### src/rtl/val2_imm_encoder_if.sv
// Request/result bundle for val2_imm_encoder.
//   in_valid / in_ready / value_in : request side (constant to encode)
//   out_valid / out_ready          : result side, result held until consumed
//   encodable                      : 1 when an immediate encoding exists
//   shifter_operand[11:0]          : {rotate_imm, immed_8}, zero when not encodable
//   checks_done[4:0]               : rotate candidates evaluated for the request
// The slave modport is the encoder; the master modport is its user.
interface val2_imm_encoder_if;
  logic        in_valid;
  logic        in_ready;
  logic [31:0] value_in;
  logic        out_valid;
  logic        out_ready;
  logic        encodable;
  logic [11:0] shifter_operand;
  logic [4:0]  checks_done;

  modport master (
    output in_valid, value_in, out_ready,
    input  in_ready, out_valid, encodable, shifter_operand, checks_done
  );

  modport slave (
    input  in_valid, value_in, out_ready,
    output in_ready, out_valid, encodable, shifter_operand, checks_done
  );
endinterface

### src/rtl/val2_imm_encoder.sv
// Iterative encoder for the ARM data-processing immediate form.
// Searches rotate_imm = 0..15 for the lowest r with ROL(value, 2r)[31:8] == 0,
// testing CHECKS_PER_CYCLE candidates per clock, and reports
// {rotate_imm, immed_8} or that the constant cannot be encoded.
// Ports:
//   clk  : system clock, rising edge
//   rst  : asynchronous active-high reset
//   bus  : val2_imm_encoder_if.slave (request/result handshake and outputs)
module val2_imm_encoder #(
  parameter int CHECKS_PER_CYCLE = 1
) (
  input  logic               clk,
  input  logic               rst,
  val2_imm_encoder_if.slave  bus
);

  localparam int C = CHECKS_PER_CYCLE;

  generate
    if (!(C == 1 || C == 2 || C == 4 || C == 8 || C == 16)) begin : g_bad_checks_per_cycle
      $error("val2_imm_encoder: CHECKS_PER_CYCLE must be 1, 2, 4, 8 or 16");
    end
  endgenerate

  typedef enum logic [1:0] {
    IDLE   = 2'd0,
    SEARCH = 2'd1,
    DONE   = 2'd2
  } state_t;

  state_t      state_q, state_d;
  logic [31:0] value_q, value_d;
  logic [4:0]  rot_base_q, rot_base_d;
  logic [4:0]  checks_q, checks_d;
  logic        enc_q, enc_d;
  logic [11:0] so_q, so_d;

  // 32-bit rotate left via a doubled word so a zero shift needs no special case.
  function automatic logic [31:0] rol32(input logic [31:0] v, input logic [4:0] s);
    logic [63:0] t;
    t = {v, v} << s;
    return t[63:32];
  endfunction

  logic       hit;
  logic [3:0] hit_r;
  logic [7:0] hit_imm;
  logic       last_group;

  // Scan the group from the top down so the lowest passing r is written last.
  always_comb begin : p_group_search
    logic [4:0]  cand_r;
    logic [31:0] cand_v;
    hit     = 1'b0;
    hit_r   = '0;
    hit_imm = '0;
    cand_r  = '0;
    cand_v  = '0;
    for (int k = C - 1; k >= 0; k--) begin
      cand_r = rot_base_q + 5'(k);
      cand_v = rol32(value_q, {cand_r[3:0], 1'b0});
      if (cand_v[31:8] == 24'd0) begin
        hit     = 1'b1;
        hit_r   = cand_r[3:0];
        hit_imm = cand_v[7:0];
      end
    end
  end

  // The current group reaches candidate 15, so a miss here means unencodable.
  assign last_group = ({1'b0, rot_base_q} + 6'(C)) >= 6'd16;

  always_comb begin
    state_d    = state_q;
    value_d    = value_q;
    rot_base_d = rot_base_q;
    checks_d   = checks_q;
    enc_d      = enc_q;
    so_d       = so_q;
    unique case (state_q)
      IDLE: begin
        if (bus.in_valid) begin
          value_d    = bus.value_in;
          rot_base_d = '0;
          checks_d   = '0;
          state_d    = SEARCH;
        end
      end
      SEARCH: begin
        if (hit) begin
          enc_d    = 1'b1;
          so_d     = {hit_r, hit_imm};
          checks_d = {1'b0, hit_r} + 5'd1;
          state_d  = DONE;
        end else if (last_group) begin
          enc_d    = 1'b0;
          so_d     = '0;
          checks_d = 5'd16;
          state_d  = DONE;
        end else begin
          checks_d   = checks_q + 5'(C);
          rot_base_d = rot_base_q + 5'(C);
        end
      end
      DONE: begin
        if (bus.out_ready) state_d = IDLE;
      end
      default: state_d = IDLE;
    endcase
  end

  always_ff @(posedge clk or posedge rst) begin
    if (rst) begin
      state_q    <= IDLE;
      value_q    <= '0;
      rot_base_q <= '0;
      checks_q   <= '0;
      enc_q      <= 1'b0;
      so_q       <= '0;
    end else begin
      state_q    <= state_d;
      value_q    <= value_d;
      rot_base_q <= rot_base_d;
      checks_q   <= checks_d;
      enc_q      <= enc_d;
      so_q       <= so_d;
    end
  end

  assign bus.in_ready        = (state_q == IDLE);
  assign bus.out_valid       = (state_q == DONE);
  assign bus.encodable       = enc_q;
  assign bus.shifter_operand = so_q;
  assign bus.checks_done     = checks_q;

endmodule

### src/flat_wrapper.sv
// flat-port wrapper written by rule: the top's interface ports become plain ports
module val2_imm_encoder_flat 
#(
  parameter int CHECKS_PER_CYCLE = 1
)
  (clk, rst, bus_in_valid, bus_value_in, bus_out_ready, bus_in_ready, bus_out_valid, bus_encodable, bus_shifter_operand, bus_checks_done);
  val2_imm_encoder_if bus_i ();
  input  logic clk;
  input  logic rst;
  input wire logic [$bits(bus_i.in_valid)-1:0] bus_in_valid;
  input wire logic [$bits(bus_i.value_in)-1:0] bus_value_in;
  input wire logic [$bits(bus_i.out_ready)-1:0] bus_out_ready;
  output wire logic [$bits(bus_i.in_ready)-1:0] bus_in_ready;
  output wire logic [$bits(bus_i.out_valid)-1:0] bus_out_valid;
  output wire logic [$bits(bus_i.encodable)-1:0] bus_encodable;
  output wire logic [$bits(bus_i.shifter_operand)-1:0] bus_shifter_operand;
  output wire logic [$bits(bus_i.checks_done)-1:0] bus_checks_done;
  assign bus_i.in_valid = bus_in_valid;
  assign bus_i.value_in = bus_value_in;
  assign bus_i.out_ready = bus_out_ready;
  assign bus_in_ready = bus_i.in_ready;
  assign bus_out_valid = bus_i.out_valid;
  assign bus_encodable = bus_i.encodable;
  assign bus_shifter_operand = bus_i.shifter_operand;
  assign bus_checks_done = bus_i.checks_done;
  val2_imm_encoder #(.CHECKS_PER_CYCLE(CHECKS_PER_CYCLE)) u_core (.clk(clk), .rst(rst), .bus(bus_i));
endmodule
### config.mk
export PLATFORM = sky130hd
export DESIGN_NAME = val2_imm_encoder_flat
export DESIGN_NICKNAME = d
export VERILOG_FILES = /design/src/rtl/val2_imm_encoder_if.sv /design/src/rtl/val2_imm_encoder.sv /design/src/flat_wrapper.sv
export SDC_FILE = /design/constraint.sdc
export NUM_CORES = 1
export LEC_CHECK = 0
export ABC_CLOCK_PERIOD_IN_PS = 4300
export BUFFER_PORTS_ARGS = -buffer_cell sky130_fd_sc_hd__buf_2
export CAP_MARGIN = 10
export CORE_MARGIN = 10
export CORE_UTILIZATION = 39
export CTS_CLUSTER_DIAMETER = 60
export DETAILED_ROUTE_END_ITERATION = 7
export MAX_ROUTING_LAYER = met4
export PLACE_DENSITY = 0.55
export SLEW_MARGIN = 20
export SYNTH_ARGS = -nofsm -noshare
export SYNTH_HDL_FRONTEND = slang
export SYNTH_SLANG_ARGS = --single-unit
export TNS_END_PERCENT = 10
### constraint.sdc
create_clock -name clk -period 4.3 [get_ports clk]
set_clock_uncertainty 0.1 [all_clocks]
set_input_delay 0.215 -clock clk [delete_from_list [all_inputs] [get_ports clk]]
set_output_delay 0.215 -clock clk [all_outputs]
set_load 0.1 [all_outputs]
==> flow_summary.ini <==
[clock_network]
cts_tree = yes
root_buffer = clkbuf_8
cts_buffers = 9
cts_sinks = 57
htree_levels = 3
clkTransAtPathRegs_ps = 70
clk_latency_ps = 330
clk_path_buf_depth = 2

[die]
ios = 56
rows = 35
initial_core_util_pct = 40.12
die_w_um = 117.7
core-area_um2 = 9284
die-area_um2 = 13860
die_h_um = 117.7

[placement]
dp_hpwl_um = 7437
io_buffers = 55
place.gp.congestion = 0.9384

[route]
drtAntennaViolNets = 0
wl_per_cell_um = 17.07
dr.pass1.iters = 4
vias = 3316
drt_wl_total_um = 10550
drtIter0Drc = 271
drt-vias-per-instance = 5.366
drc = 0

[critical_path]
reg2reg_slack_ps = 740
arrival_ps = 3680
startpoint_type = flip-flop
r2r_start = u_core.rot_base_q[2]
crit_end = u_core.bus.checks_done[2]
rr_endpoint = u_core.bus.checks_done[2]
end_kind = flip-flop
path_max_fanout = 27
worstSetupStartpoint = u_core.rot_base_q[2]
required_ps = 4420
path_class = flip-flop to flip-flop
r2r_cells = 12

[sta]
rsz0062_at_grt = false
worst_pin_slew_ps = 789.4
hold_ws_ps = -22.07
fmax_mhz = 280.5
setup_violations = 0
drv_slew = 0
slew_headroom_pct = 47.27
hold_violations = 26
post-route-period-util_pct = 82.90
period_needed_ps = 3565
fin_setup_tns_ps = 0

[yosys]
ys_ff_latch = 57
synth_top_cell_by_area = dfrtp_1
synthCells = 398
syn_area_um2 = 3725
yosysUniqueCellTypes = 50
yosysTopAreaCellShare_pct = 38.29
ys.warnings.count = 0
synth_fp_nets = 437
synthTopCellsByArea = dfrtp_1 38%, mux4_2 12%, nand2_1 12%
async_reset_ff_share_pct = 100.0
syn_area_per_cell_um2 = 9.359
synth_edf_count = 0
synth_flop_cell = dfrtp_1
synth-seq-area-share_pct = 38.29

[power]
total_power_mw = 3.636
leakage_nw = 2.181
pwr_density_cell_nw_per_um2 = 784.1
vdd_drop_max_mv = 0.3815

[global_route]
gr-usage-all-layers_pct = 15.94
grt.met3_usage_pct = 3.118
gr-usage-met1_pct = 20.19
grt_first_pass_wirelength_um = 17930
grt_pass1_vias = 3440
antenna_found_initial = 0
grt_max_degree = 58
use_met2_pct = 24.97
grt.overflow.total = 0
busiest_layer = met2

[min_path]
hp-class = primary input to async pin

[layout]
synthToLayoutAreaGrowth_pct = 24.49
num-nets-final = 523
drive_above_1_share_pct = 24.54
fin_util_pct = 49.95
nFillCells = 913
antennaDiodeCount = 0

[outcome]
status = finished, violations left
violations = hold timing

[job]
drv_cap = 0
-- registers in the layout, indices dropped and copies added (netlist names) --
name / cells
u_core.bus.shifter_operand: 12
u_core.value_q: 32
u_core.bus.checks_done: 5
u_core.bus.encodable: 1
u_core.state_q: 2
u_core.rot_base_q: 5
-- per-layer routing --
metal	wire [µm]	up-vias	share of wire (%)
met5	0	-	0
met4	181	0	1.7
met3	371	14	3.5
met2	4934	86	47
met1	5062	1609	48
li1	-	1607	-
-- metrics by stage --
step	worst slack, ps	instances	instance area, µm²
final	735.1	618	4637
after global routing	354.1	618	4637
after CTS	737.9	618	4637
after detailed placement	753.1	569	4133
after global placement	785.5	569	4133
after floorplan	1049	398	3725
-- how the worst min path moves through the flow --
| stage | start | endpoint | slack [ps] | cells past startpoint |
|---|---|---|---|---|
| floorplan | bus_value_in[0] | u_core.value_q[0] | 220 | 2 |
| global placement | bus_value_in[4] | u_core.value_q[4] | 300 | 3 |
| detailed placement | bus_value_in[12] | u_core.value_q[12] | 310 | 3 |
| CTS | rst | u_core.bus.checks_done[0] | 6 | 3 |
| global route | rst | u_core.bus.checks_done[0] | 40 | 3 |
| finish | rst | u_core.bus.checks_done[0] | -20 | 3 |
-- critical path: stages, from the launching register on --
cell and delay [ps]:
dfrtp_1 780, buf_4 420, mux2i_1 300, a22oi_1 140, a21oi_1 170, nand3_1 90, o31ai_1 240, o2111a_2 350
and2_1 160, ha_1 170, xor2_1 60, and3_1 190, a211o_1 260
-- power breakdown --
| part | internal [mW] | switching, mW | leakage [nW] |
|---|---|---|---|
| sequential | 0.731 | 0.353 | 0.729 |
| clock | 0.238 | 0.215 | 0.0932 |
| combinational | 0.921 | 1.18 | 1.36 |
-- cell type report --
class / count / area [µm²] / share of cell area, %
inverters: 7 / 26.28 / 0.5666
flip-flops and latches: 57 / 1428 / 30.79
clock inverters: 3 / 15.01 / 0.3238
multi-input cells: 307 / 2125 / 45.82
repair buffers: 102 / 723.2 / 15.60
well taps: 129 / 161.4 / 3.481
clock buffers: 13 / 158.9 / 3.427
-- layout by cell type, fill, tap and decap left out, drive strengths merged, types with 2 or more instances in the layout --
cell,instances
a221o,2
mux4,20
clkinv,3
ha,3
nor3b,4
dfrtp,57
nor3,14
a22o,12
a22oi,5
nor4b,2
o22ai,3
mux2i,18
clkbuf,13
inv,7
xnor2,3
a31oi,2
a21o,2
o21ai,14
o211ai,5
a211oi,3
o31ai,2
or3,3
a21oi,9
nor2,13
nor2b,8
buf,69
nand3,7
and2,7
dlygate4sd3,33
or4,3
nand2,118
mux2,10
-- Yosys cell counts, drive strengths merged, types with 4 or more instances --
| master | instances |
|---|---|
| nor3b | 4 |
| mux2 | 10 |
| inv | 7 |
| nor2 | 13 |
| mux2i | 18 |
| nand2 | 118 |
| clkbuf | 12 |
| nand3 | 7 |
| dfrtp | 57 |
| nor3 | 14 |
| a22o | 12 |
| mux4 | 20 |
| o21ai | 14 |
| o211ai | 5 |
| nor2b | 8 |
| a21oi | 9 |
| buf | 15 |
| and2 | 7 |
| a22oi | 5 |
-- cells by family after synthesis --
logic type,after synthesis,share of synthesized area [%]
AO/OA/AOI/OAI,68,13.03
XOR/XNOR,4,0.9407
adder cells (fa/ha/maj),3,1.008
buffers and inverters,34,4.669
flip-flops,57,38.29
multiplexers,48,19.95
AND/OR/NAND/NOR,184,22.10
-- repair_timing --
action / 4_1_cts / 5_1_grt
hold buffers: 33 / 0
setup buffers: 0 / 0
gates resized for setup: 0 / 0
endpoints found under the hold margin: 33 / 0
Note: power is estimated with default switching activity, not from simulation.
